<file path="config.mk">
export PLATFORM = sky130hd
export DESIGN_NAME = imm_decode_stage
export DESIGN_NICKNAME = d
export VERILOG_FILES = /design/src/rtl/imm_decode_pkg.sv /design/src/rtl/imm_decode_stage_opcode_ext_decode.sv /design/src/rtl/imm_decode_stage.sv
export SDC_FILE = /design/constraint.sdc
export NUM_CORES = 1
export LEC_CHECK = 0
export ABC_AREA = 0
export BUFFER_PORTS_ARGS = -buffer_cell sky130_fd_sc_hd__buf_2
export CAP_MARGIN = 10
export CORE_MARGIN = 1
export CORE_UTILIZATION = 35
export DETAILED_ROUTE_END_ITERATION = 8
export PLACE_DENSITY_LB_ADDON = 0.1
export SLEW_MARGIN = 40
export SYNTH_ARGS = -nofsm -noshare
export SYNTH_HDL_FRONTEND = slang
export SYNTH_SLANG_ARGS = --single-unit
export TNS_END_PERCENT = 30
</file>
<file path="constraint.sdc">
create_clock -name clk -period 1.3 [get_ports clk]
set_input_delay 0.26 -clock clk [delete_from_list [all_inputs] [get_ports clk]]
set_output_delay 0.26 -clock clk [all_outputs]
set_load 0.01 [all_outputs]
</file>
<file path="src/rtl/imm_decode_pkg.sv">
// Shared definitions for the immediate decode stage: opcode constants,
// the registered decoded-fields record and a helper that splits an
// instruction word into that record.
package imm_decode_pkg;

  // Primary opcodes (instr[31:26]) the stage knows about
  localparam logic [5:0] OP_RTYPE = 6'h00;
  localparam logic [5:0] OP_BEQ   = 6'h04;
  localparam logic [5:0] OP_BNE   = 6'h05;
  localparam logic [5:0] OP_ADDI  = 6'h08;
  localparam logic [5:0] OP_ADDIU = 6'h09;
  localparam logic [5:0] OP_SLTI  = 6'h0A;
  localparam logic [5:0] OP_SLTIU = 6'h0B;
  localparam logic [5:0] OP_ANDI  = 6'h0C;
  localparam logic [5:0] OP_ORI   = 6'h0D;
  localparam logic [5:0] OP_XORI  = 6'h0E;
  localparam logic [5:0] OP_LUI   = 6'h0F;
  localparam logic [5:0] OP_LW    = 6'h23;
  localparam logic [5:0] OP_SW    = 6'h2B;

  // Everything the stage presents downstream, kept together so the
  // output register and the skid register hold identical records
  typedef struct packed {
    logic [5:0]  opcode;
    logic [4:0]  rs;
    logic [4:0]  rt;
    logic [15:0] imm16;
    logic        signext;
    logic        has_imm;
  } dec_fields_t;

  localparam dec_fields_t DEC_FIELDS_RESET = '0;

  // Split a 32-bit instruction into its fields and attach the
  // extension controls produced by the opcode decoder
  function automatic dec_fields_t split_instr(input logic [31:0] word,
                                              input logic        signext,
                                              input logic        has_imm);
    dec_fields_t f;
    f.opcode  = word[31:26];
    f.rs      = word[25:21];
    f.rt      = word[20:16];
    f.imm16   = word[15:0];
    f.signext = signext;
    f.has_imm = has_imm;
    return f;
  endfunction

endpackage

</file>
<file path="src/rtl/imm_decode_stage_opcode_ext_decode.sv">
// Purely combinational opcode decoder: tells the sign extender whether the
// instruction carries an immediate and whether it is sign- or zero-extended.
module opcode_ext_decode
  import imm_decode_pkg::*;
(
  input  logic [5:0] opcode,
  output logic       signext,
  output logic       has_imm
);

  // Arithmetic, compare, branch and memory ops sign-extend; logical ops and
  // LUI zero-extend; anything else (including R-type) has no immediate
  always_comb begin
    signext = 1'b0;
    has_imm = 1'b0;
    case (opcode)
      OP_BEQ, OP_BNE, OP_ADDI, OP_ADDIU, OP_SLTI, OP_SLTIU, OP_LW, OP_SW: begin
        signext = 1'b1;
        has_imm = 1'b1;
      end
      OP_ANDI, OP_ORI, OP_XORI, OP_LUI: begin
        signext = 1'b0;
        has_imm = 1'b1;
      end
      default: begin
        signext = 1'b0;
        has_imm = 1'b0;
      end
    endcase
  end

endmodule

</file>
<file path="src/rtl/imm_decode_stage.sv">
// Immediate decode pipeline stage with valid/ready handshakes on both sides.
// The incoming word is decoded combinationally and the fields plus decode
// results are registered together, so outputs never depend on instr directly.
// Optional feature: define IMM_DECODE_SKID_EN to add a one-entry skid
// register, which makes ready_out a registered signal (no ready_in -> ready_out
// combinational path). Without it, ready_out = ready_in | ~valid_out.
module imm_decode_stage
  import imm_decode_pkg::*;
#(
  parameter int DATA_W = 32
) (
  input  logic              clk,
  input  logic              reset,
  input  logic [DATA_W-1:0] instr,
  input  logic              valid_in,
  output logic              ready_out,
  input  logic              flush,
  output logic              valid_out,
  input  logic              ready_in,
  output logic [5:0]        opcode,
  output logic [4:0]        rs,
  output logic [4:0]        rt,
  output logic [15:0]       imm16,
  output logic              signext,
  output logic              has_imm
);

  logic        in_signext;
  logic        in_has_imm;
  dec_fields_t in_fields;
  dec_fields_t out_q;
  logic        out_valid_q;
  logic        out_free;
  logic        accept;

  opcode_ext_decode u_opcode_ext_decode (
    .opcode  (instr[31:26]),
    .signext (in_signext),
    .has_imm (in_has_imm)
  );

  assign in_fields = split_instr(instr[31:0], in_signext, in_has_imm);

  // The output register may take a new entry when it is empty or its
  // current entry leaves this cycle
  assign out_free = ~out_valid_q | ready_in;
  assign accept   = valid_in & ready_out;

`ifdef IMM_DECODE_SKID_EN

  dec_fields_t skid_q;
  logic        skid_valid_q;

  assign ready_out = ~skid_valid_q;

  // Output register: a waiting skid entry always goes first so order is kept;
  // only when the skid is empty does a freshly accepted word load directly
  always_ff @(posedge clk) begin
    if (reset) begin
      out_valid_q <= 1'b0;
      out_q       <= DEC_FIELDS_RESET;
    end else if (flush) begin
      out_valid_q <= 1'b0;
    end else if (out_free) begin
      if (skid_valid_q) begin
        out_q       <= skid_q;
        out_valid_q <= 1'b1;
      end else if (accept) begin
        out_q       <= in_fields;
        out_valid_q <= 1'b1;
      end else begin
        out_valid_q <= 1'b0;
      end
    end
  end

  // Skid register: catches a word accepted while the output is stalled and
  // empties as soon as the output register can take it
  always_ff @(posedge clk) begin
    if (reset) begin
      skid_valid_q <= 1'b0;
      skid_q       <= DEC_FIELDS_RESET;
    end else if (flush) begin
      skid_valid_q <= 1'b0;
    end else if (out_free) begin
      skid_valid_q <= 1'b0;
    end else if (accept) begin
      skid_q       <= in_fields;
      skid_valid_q <= 1'b1;
    end
  end

`else

  assign ready_out = out_free;

  // Output register: load on accept, drop the valid bit once the held entry
  // has been taken and nothing new arrived; data bits hold when invalid
  always_ff @(posedge clk) begin
    if (reset) begin
      out_valid_q <= 1'b0;
      out_q       <= DEC_FIELDS_RESET;
    end else if (flush) begin
      out_valid_q <= 1'b0;
    end else if (out_free) begin
      if (accept) begin
        out_q       <= in_fields;
        out_valid_q <= 1'b1;
      end else begin
        out_valid_q <= 1'b0;
      end
    end
  end

`endif

  assign valid_out = out_valid_q;
  assign opcode    = out_q.opcode;
  assign rs        = out_q.rs;
  assign rt        = out_q.rt;
  assign imm16     = out_q.imm16;
  assign signext   = out_q.signext;
  assign has_imm   = out_q.has_imm;

endmodule

</file>
* Word-level counts from Yosys, hierarchy flattened *
Index checks and enable logic that the tools add are counted.

word-level totals
  bits of input ports = 37
  output and inout port bits = 36
  register bits after elaboration = 35

cells by class
  bitwise gates (word level) = 4
  mux-type cells = 3
  reduce and logical (&&, ||, !) cells = 4
  equality and inequality tests = 12

operator list
  cell                count
  $eq 6x4->1 const B  8
  $eq 6x3->1 const B  2
  $eq 6x6->1 const B  2
  $reduce_or 12->1    1
  $reduce_or 8->1     1
  $mux 1              3
  $reduce_and 3->1    1
  $not 1->1           2
  $reduce_or 2->1     1
  $and 1x1->1         1
  $or 1x1->1          1

* Depth between registers and ports, before layout *
Gate-level depths: netlist of the first run.

  depth after elaboration = 4
  mapped depth = 6
  gate-level depth less buffers = 4

* Hierarchy *
A second synthesis of the first run with hierarchy kept.

second synthesis, totals
  cells, all modules = 162
  area total of the unflattened synthesis = 1660.3 um2

modules (own cells, without submodules)
  module             cells an instance  sequential area each (um2)  instances  area an instance (um2)
  imm_decode_stage   153                700.7                       1          1604.0
  opcode_ext_decode  9                  0.0                         1          56.3

* Worst setup path after synthesis of the first run *
Ideal clock, no wire load.

  kind = register to register
  start point = register out_valid_q (netlist: valid_out)
  end point = register out_q, in the netlist imm16[0]
  setup time = 132 ps
  required time = 1168 ps
  clock period less this slack = 1174 ps
  arrival = 1042 ps
  cell stages (with the launch flop) = 7
  slack = 126 ps
  cell sequence = dfxtp_1 nor2b_1 buf_2 clkinv_2 buf_4 nand3_1 a21oi_1

between the ends
  longest elaborated chain between the ends = 4

RTL lines
  item                                   RTL line                 source
  start: declaration                     imm_decode_stage.sv:32   logic out_valid_q;
  start signal: assignment               imm_decode_stage.sv:101  out_valid_q <= 1'b0;
  start signal: assignment               imm_decode_stage.sv:104  out_valid_q <= 1'b0;
  start signal: assignment               imm_decode_stage.sv:108  out_valid_q <= 1'b1;
  $not 1->1 (*)                          imm_decode_stage.sv:46   assign out_free = ~out_valid_q | ready_in;
  $or 1x1->1 (*)                         imm_decode_stage.sv:46
  via ready_out                          imm_decode_stage.sv:16   output logic ready_out,
  $and 1x1->1                            imm_decode_stage.sv:47   assign accept = valid_in & ready_out;
  $reduce_and 3->1 (no source line) (*)  -
  end signal: assignment                 imm_decode_stage.sv:107  out_q <= in_fields;
  end: declaration                       imm_decode_stage.sv:31   dec_fields_t out_q;

The timed path passes the listed nets; every way through them passes the cells marked *.
A chain may end at the register's enable or synchronous reset.

* Worst setup path in the final report of the first run *
  start point = register out_valid_q (netlist: valid_out)
  end point = output ready_out

between the ends
  longest elaborated chain between the ends = 2

RTL lines
  item              RTL line
  $not 1->1         imm_decode_stage.sv:46
  $or 1x1->1        imm_decode_stage.sv:46
  end: declaration  imm_decode_stage.sv:16

Every way passes these cells.

==> run_results.csv, run 1 <==
group,metric,value,unit
placement,placed_area,0.00184,mm^2
placement,hpwl,2.72,mm
synth,ys_seq_area_share,50.5,%
critical_path,rrSetupSlack,80,ps
cells_and_area,fillers,373,
floorplan,rows,22,
cts,hold_buffers,0,
pwr,power_density,1140,mW/mm^2
global_route,grt_pass1_wl,5.93,mm
critical_path,crit_required,1040,ps
global_route,grt_overflow,0,
floorplan,core_region_area,0.00374,mm^2
floorplan,start_util,37.1,%
route,viasPerCell,5.09,
synth,synth.largest_area_cell,"dfxtp_1",
cts,cts.path.max_buffers,2,
synth,ys_warn_count,0,
critical_path,start_kind,"flip-flop",
global_route,antenna_found_initial,0,
synth,syn_nets,205,
run_status,status,"finished clean",
timing,setup_viol,0,
critical_path,crit_path_end_kind,"primary output",
route,vias,1470,
synth,synth_cells,168,
cts,htree_levels,2,
worst_hold_path,holdPathStages,2,
cells_and_area,final_core_util,51.7,%
floorplan,ios,73,
worst_hold_path,min_path_type,"in2reg",
timing,skew,5.45,ps
cts,cts_buffers,5,
floorplan,die_area,0.00422,mm^2
timing,min_period,1250,ps
synth,synth_area_leaders,"dfxtp_1 50%, a21oi_1 12%, nand3_1 12%",
cts,cts_root_buf,"clkbuf_8",
timing,fin_tns_setup,0,ps
cts,cts_tree,"done",
pwr,power_leakage,0.853,nW
timing,period_share,96.4,%
global_route,grt_usage,18.7,%
cts,cts_sinks,35,
critical_path,crit_type,"reg2out",
floorplan,fp.dieH,65.0,um
floorplan,fp.dieW,65.0,um
timing,max-slew-margin-rel,73.3,%
pwr,p_int,1.65,mW
pwr,finalPower,2.20,mW
timing,worst_slew_pin_slew,400,ps
critical_path,cp_max_fo,3,
cells_and_area,area_delta_synth_final,39.5,%
cells_and_area,stdcell_area,0.00194,mm^2
cts,worstSkewPairLatency,280,ps
worst_hold_path,worstHoldStart,"flush",
flow_run,maxCapViolations,0,
route,drt-pass1-iter-count,4,
pwr,clock_power_share,33.3,%
timing,slew_viol_final,0,
placement,port_buffers,72,
global_route,grt_pass1_vias,1314,
cells_and_area,nets,277,
synth,synth_area,0.00139,mm^2
route,drt_wl_total,3.78,mm
critical_path,r2r_start,"valid_out$_SDFFE_PP0N_",
pwr,seq_power_share,52.1,%
synth,synth_cell_type_count,18,
synth,ys_ff_latch,35,
worst_hold_path,whs_endpoint,"valid_out$_SDFFE_PP0N_",
pwr,p_switching,0.550,mW
timing,max_freq,0.798,GHz
critical_path,r2r_end,"signext$_SDFFE_PP0P_",
global_route,grt_start_max_net_pins,34,
synth,syn_area_per_cell,8.27,um^2
pwr,swShare,25.0,%
timing,finalHoldViolations,0,
placement,place_congestion,0.653,
route,antenna_left,0,
critical_path,worstPathArrival,990,ps
cts,path_clk_slew,60,ps
cells_and_area,drive_above_1_share,38.2,%
pwr,peakVddDrop,0.671,mV
pwr,combPwrFrac,14.6,%
critical_path,ff2ff_path_depth,6,
synth,synth.top_cell.area_share,50.5,%
route,wl_per_cell,13.1,um
cells_and_area,diodes,0,
route,drtIter0Drc,39,
route,drcViolationCount,0,
==> logic make-up after synthesis <==
kind of cell    Yosys count  synth area share, %
compound gates           70                 25.8
flops                    35                 50.5
buf+inv                  19                 7.30
simple gates             44                 16.5
==> registers in the layout (all words and copies together), names as in the netlist <==
| register | flops |
|---|---|
| valid_out | 1 |
| has_imm | 1 |
| rs | 5 |
| opcode | 6 |
| rt | 5 |
| imm16 | 16 |
| signext | 1 |
==> worst max-delay path by stage <==
stage / start / end / slack (ps) / cells past startpoint
3_3_place_gp: ready_in / signext$_SDFFE_PP0P_ / 140 / 6
3_5_place_dp: ready_in / signext$_SDFFE_PP0P_ / 70 / 6
6_report: valid_out$_SDFFE_PP0N_ / ready_out / 50 / 3
2_1_floorplan: valid_out$_SDFFE_PP0N_ / imm16[0]$_SDFFE_PP0P_ / 130 / 6
5_1_grt: valid_out$_SDFFE_PP0N_ / has_imm$_SDFFE_PP0P_ / -3 / 6
4_1_cts: valid_out$_SDFFE_PP0N_ / ready_out / 5 / 3
==> what timing repair did <==
action | 4_1_cts | 5_1_grt
endpoints found under the setup margin | 1 | 4
buffers inserted | 2 | 0
resized for setup | 0 | 1
endpoints found under the hold margin | 0 | 0
==> power by group through the flow <==
stage / Combinational (mW) / Clock [mW] / Sequential (mW)
after floorplan: 0.134 / 0 / 1.19
after global placement: 0.310 / 0 / 1.17
after detailed placement: 0.320 / 0 / 1.17
after CTS: 0.323 / 0.760 / 1.15
after global routing: 0.355 / 0.818 / 1.15
final: 0.321 / 0.733 / 1.15
==> placed cells by master (no fill, tap or decap), types with 2 or more instances in the layout <==
cell	count
a311oi_1	2
buf_4	7
a21oi_1	34
dfxtp_1	35
buf_2	72
nand3_1	32
nor2b_1	2
buf_12	4
nor2_1	3
o21ai_0	28
clkbuf_8	5
o21ai_1	6
clkinv_2	2
clkbuf_1	2
==> worst max-delay path, cell delays in order, from the launching register on <==
cell	delay, ps
dfxtp_1	330
nor2b_4	170
clkinv_2	80
buf_2	140
==> cells in the mapped netlist <==
cell type,count
nand3_1,32
buf_4,5
nor3_1,1
a21oi_1,34
clkinv_2,1
nand2b_1,1
nor4bb_1,1
a311oi_1,2
nor2_1,3
nor2b_1,4
nor3b_1,1
buf_2,6
clkbuf_2,2
nand2_1,1
dfxtp_1,35
o21ai_0,28
o21ai_1,6
clkbuf_1,5
==> final cells by class <==
cell class / instances / area [um^2] / area share (%)
Sequential cell: 35 / 701 / 36.2
Multi-Input combinational cell: 114 / 597 / 30.8
Timing Repair Buffer: 83 / 493 / 25.5
Clock buffer: 7 / 76.3 / 3.94
Tap cell: 48 / 60.1 / 3.10
Clock inverter: 1 / 5.00 / 0.258
Inverter: 1 / 5.00 / 0.258
==> per-layer routing <==
layer  track usage [%]  routed length, um  up-vias
li1                  -                  -      741
met1              19.8               1530      676
met2              34.4               1980       48
met3              5.99                228        5
met4              6.67                 47        0
met5                 0                  0        -
==> through the flow <==
step	instances	setup WS [ps]	hold slack, ps
CTS	289	4.83	170
finish	289	46.8	179
detailed placement	279	72.6	465
global placement	279	139	459
floorplan	168	126	339
global route	289	-2.99	167
(Power assumes the default switching activity.)
==> inputs of run 2 (changes only) <==
CORE_UTILIZATION = 44   (was 35)
REMOVE_ABC_BUFFERS = 1   (was not set)
==> run_results.csv, run 2 (synthesis gave the netlist of run 1 again) <==
group,metric,value,unit
run_status,status,"finished, violations left",
run_status,violations,"design-rule violations",
cts,htree_levels,2,
cells_and_area,most-common-layout-cells,"71 x buf_2, 34 x a21oi_1, 34 x dfxtp_1, 32 x nand3_1, 28 x o21ai_0",
timing,finalHoldViolations,0,
global_route,grt_usage,22.7,%
flow_run,maxCapViolations,0,
global_route,grt_start_max_net_pins,35,
cts,cts.path.max_buffers,2,
worst_hold_path,whs_endpoint,"valid_out$_SDFFE_PP0N_",
cells_and_area,diodes,0,
worst_hold_path,holdPathStages,2,
placement,dp_slack,-2.69,ps
critical_path,worstPathArrival,1040,ps
cells_and_area,largest_register_ff_count,16,
critical_path,critPathSlowestCell,"dfxtp_2",
timing,fin_tns_setup,0,ps
cells_and_area,fin_cells,281,
pwr,power_density,1050,mW/mm^2
timing,worst_slew_pin_slew,228,ps
cts,cts_buffers,5,
cts,cts_sinks,35,
timing,rsz0062_at_grt,"yes",
placement,place_congestion,0.744,
cells_and_area,drive_above_1_share,38.0,%
cells_and_area,final_core_util,62.1,%
cts,path_clk_slew,90,ps
critical_path,start_kind,"flip-flop",
route,vias,1472,
route,viasPerCell,5.24,
cells_and_area,layout_commonest_cell,"buf_2",
global_route,grt_pass1_vias,1378,
timing,hold_ws,122,ps
floorplan,core_region_area,0.00303,mm^2
critical_path,crit_buf_inv,2,
critical_path,r2r_start,"valid_out$_SDFFE_PP0N_",
placement,dpl.cell_count,274,
critical_path,crit_chain,"nor2b_4, clkinv_4, buf_6",
critical_path,crit_type,"reg2out",
timing,max_freq,0.772,GHz
global_route,grt_pass1_wl,5.92,mm
critical_path,cp_max_fo,2,
floorplan,fp.dieW,58.2,um
timing,skew,3.88,ps
global_route,antenna_found_initial,0,
critical_path,rrSetupSlack,50,ps
critical_path,crit_family,"flip-flops",
route,antenna_left,0,
critical_path,ff2ff_path_depth,6,
route,drt-pass1-iter-count,6,
cts,worstSkewPairLatency,330,ps
cells_and_area,fillers,282,
global_route,grt_overflow,0,
timing,max-slew-margin-rel,84.7,%
placement,hpwl,2.46,mm
pwr,peakVddDrop,0.599,mV
cells_and_area,nets,275,
cts,cts_tree,"done",
timing,fin_ws,3.92,ps
timing,period_share,99.7,%
timing,slew_viol_final,0,
floorplan,rows,20,
route,drtIter0Drc,104,
route,wl_per_cell,12.6,um
floorplan,start_util,45.9,%
floorplan,fp.dieH,58.2,um
critical_path,crit_required,1040,ps
critical_path,cpPeakStageDelay,330,ps
critical_path,crit_path_end_kind,"primary output",
route,drcViolationCount,1,
cells_and_area,area_delta_synth_final,35.3,%
placement,port_buffers,72,
worst_hold_path,worstHoldStart,"flush",
timing,min_period,1300,ps
timing,setup_viol,0,
floorplan,ios,73,
cts,hold_buffers,0,
worst_hold_path,min_path_type,"in2reg",
route,drt_wl_total,3.54,mm
pwr,power_leakage,0.830,nW
critical_path,r2r_end,"has_imm$_SDFFE_PP0P_",
cts,cts_root_buf,"clkbuf_4",
floorplan,die_area,0.00338,mm^2
## run 2: cell types whose count changed in the layout (fill, tap and decap cells not counted), moves of 2 or more
cell	before	now
buf_4	7	5
clkbuf_4	0	5
buf_6	0	2
clkbuf_8	5	0
clkinv_2	2	0
## run 2: worst register-to-register path, stage by stage, from the launching register on
cell      delay, ps
dfxtp_2         320
nor2b_4         130
clkinv_4         50
buf_4           180
buf_12          160
a21oi_1          70
a311oi_1        250
## run 2: how the worst max path moves through the flow
| stage | cells after the start | endpoint | start |
|---|---|---|---|
| floorplan | 4 | has_imm$_SDFFE_PP0P_ | valid_out$_SDFFE_PP0N_ |
| global placement | 5 | signext$_SDFFE_PP0P_ | ready_in |
| detailed placement | 5 | has_imm$_SDFFE_PP0P_ | ready_in |
| CTS | 3 | ready_out | valid_out$_SDFFE_PP0N_ |
| global route | 3 | ready_out | valid_out$_SDFFE_PP0N_ |
| finish | 3 | ready_out | valid_out$_SDFFE_PP0N_ |
## run 2: layer usage
layer	vias up	wire length (um)	track usage [%]
li1	738	-	-
met5	-	0	0
met3	2	260	7.59
met1	676	1500	27.1
met2	56	1770	39.1
met4	0	13	6.12
## run 2: metrics by stage
| stage | area, um^2 | power (mW) |
|---|---|---|
| after detailed placement | 1810 | 1.48 |
| after floorplan | 1290 | 1.30 |
| after global placement | 1810 | 1.47 |
| after global routing | 1880 | 2.08 |
| final | 1880 | 1.97 |
| after CTS | 1880 | 1.99 |
## run 2: power by group
part	internal (mW)	switching, mW
combinational	0.146	0.169
sequential	1.12	0.0216
clock	0.192	0.319
## run 2: area by class of cell
class                   count  area, um^2  area share [%]
flip-flops and latches     35         702            37.4
multi-input cells         114         597            31.8
repair buffers             81         475            25.3
well taps                  44        55.1            2.93
clock buffers               6        41.3            2.20
inverters                   1        8.76           0.466
## run 2: timing repair
item / in CTS / in global routing
setup buffers: 1 / 0
endpoints found under the setup margin: 1 / 11
resized for setup: 4 / 1
==> inputs of run 3 (changes only) <==
clock period = 1.34 ns   (was 1.3 ns; I/O delays follow)
==> run_results.csv, run 3 (synthesis gave the netlist of run 1 again) <==
group,metric,value,unit
timing,finalHoldViolations,0,
cells_and_area,drive_above_1_share,37.3,%
placement,place_congestion,0.767,
route,vias,1498,
global_route,grt_pass1_vias,1392,
cells_and_area,most-common-layout-cells,"71 x buf_2, 34 x a21oi_1, 34 x dfxtp_1, 32 x nand3_1, 28 x o21ai_0",
route,viasPerCell,5.35,
timing,period_share,97.7,%
floorplan,fp.dieW,58.2,um
floorplan,die_area,0.00338,mm^2
cts,cts_buffers,5,
critical_path,crit_path_end_kind,"primary output",
route,wl_per_cell,12.9,um
timing,worst_slew_pin_slew,597,ps
cts,htree_levels,2,
critical_path,crit_required,1070,ps
timing,max_freq,0.763,GHz
placement,hpwl,2.40,mm
floorplan,fp.dieH,58.2,um
floorplan,core_region_area,0.00303,mm^2
placement,dpl.cell_count,271,
cts,cts_tree,"done",
route,drt_wl_total,3.60,mm
flow_run,maxCapViolations,0,
critical_path,worstPathArrival,1040,ps
global_route,grt_usage,23.1,%
timing,max-slew-margin-rel,60.2,%
placement,port_buffers,72,
pwr,finalPower,1.94,mW
timing,min_period,1310,ps
global_route,grt_pass1_wl,5.97,mm
cts,path_clk_slew,90,ps
critical_path,crit_type,"reg2out",
timing,slew_viol_final,0,
route,drtIter0Drc,57,
cts,cts_root_buf,"clkbuf_4",
cells_and_area,layout_commonest_cell,"buf_2",
route,drt-pass1-iter-count,7,
critical_path,start_kind,"flip-flop",
run_status,status,"finished, violations left",
timing,skew,6.60,ps
cells_and_area,area_delta_synth_final,33.2,%
pwr,power_leakage,0.814,nW
timing,setup_viol,0,
cts,worstSkewPairLatency,330,ps
cts,cts_sinks,35,
global_route,antenna_found_initial,0,
critical_path,cp_max_fo,2,
cells_and_area,nets,272,
pwr,power_density,1050,mW/mm^2
floorplan,start_util,45.9,%
global_route,grt_start_max_net_pins,36,
global_route,grt_overflow,0,
worst_hold_path,min_path_type,"in2reg",
cells_and_area,largest_register_ff_count,16,
cts,cts.path.max_buffers,2,
pwr,peakVddDrop,0.706,mV
floorplan,ios,73,
route,drcViolationCount,1,
cells_and_area,diodes,0,
timing,rsz0062_at_grt,"yes",
route,antenna_left,0,
cells_and_area,fin_cells,280,
floorplan,rows,20,
run_status,violations,"design-rule violations",
==> run 3: cell types whose count changed in the layout (fill, tap and decap cells not counted) <==
cell	delta
buf_12	-1
buf_4	-1
buf_6	-1
clkbuf_1	+1
clkinv_2	+1
==> run 3: critical path, cell delays in order, from the launching register on <==
cell      delay (ps)
dfxtp_2          340
nor2b_4          180
clkinv_4          80
buf_6            120
==> run 3: timing repair <==
action,CTS,global route
gates resized for setup,4,0
setup buffers,1,0
setup endpoints to repair,1,3
hold buffers,0,0
==> run 3: stage by stage <==
step                      area (um^2)  setup slack, ps  TNS [ps]  hold WS, ps  util (%)
after floorplan                  1290            -1160    -39870          337         -
after global placement           1780             75.5         0          458      58.6
after detailed placement         1780             33.5         0          465      58.6
after CTS                        1850             9.02         0          115      61.1
after global routing             1850            -17.1     -45.0          130      61.1
final                            1850             30.2         0          125      61.1
==> run 3: report_power, final <==
group	leakage, nW	internal (mW)	total, mW	switching [mW]
clock	0.0293	0.204	0.538	0.334
combinational	0.498	0.131	0.293	0.161
sequential	0.287	1.09	1.11	0.0215
==> run 3: layer usage <==
layer  vias to the layer above  GRT usage, %  share of wire (%)
met5                         -             0                  0
met4                         0          9.52                1.2
met3                         5          5.13                7.7
met2                        65          41.7                 51
met1                       693          26.1                 40
li1                        735             -                  -
==> run 3: final cells by class <==
cell class / count / area, um^2
clock buffer: 7 / 45.0
clock inverter: 1 / 5.00
fill: 282 / 1180
inverter: 1 / 8.76
multi-input combinational: 114 / 597
sequential: 35 / 702
tap: 44 / 55.1
timing repair buffer: 78 / 437
==> run 3: final timing paths <==
| kind | start | endpoint | slack (ps) | cells after the start |
|---|---|---|---|---|
| setup reg to reg | valid_out$_SDFFE_PP0N_ | rs[0]$_SDFFE_PP0P_ | 90 | 4 |
| hold / removal | flush | valid_out$_SDFFE_PP0N_ | 120 | 2 |
| setup / recovery | valid_out$_SDFFE_PP0N_ | ready_out | 30 | 3 |
| hold reg to reg | imm16[9]$_SDFFE_PP0P_ | imm16[9]$_SDFFE_PP0P_ | 480 | 2 |
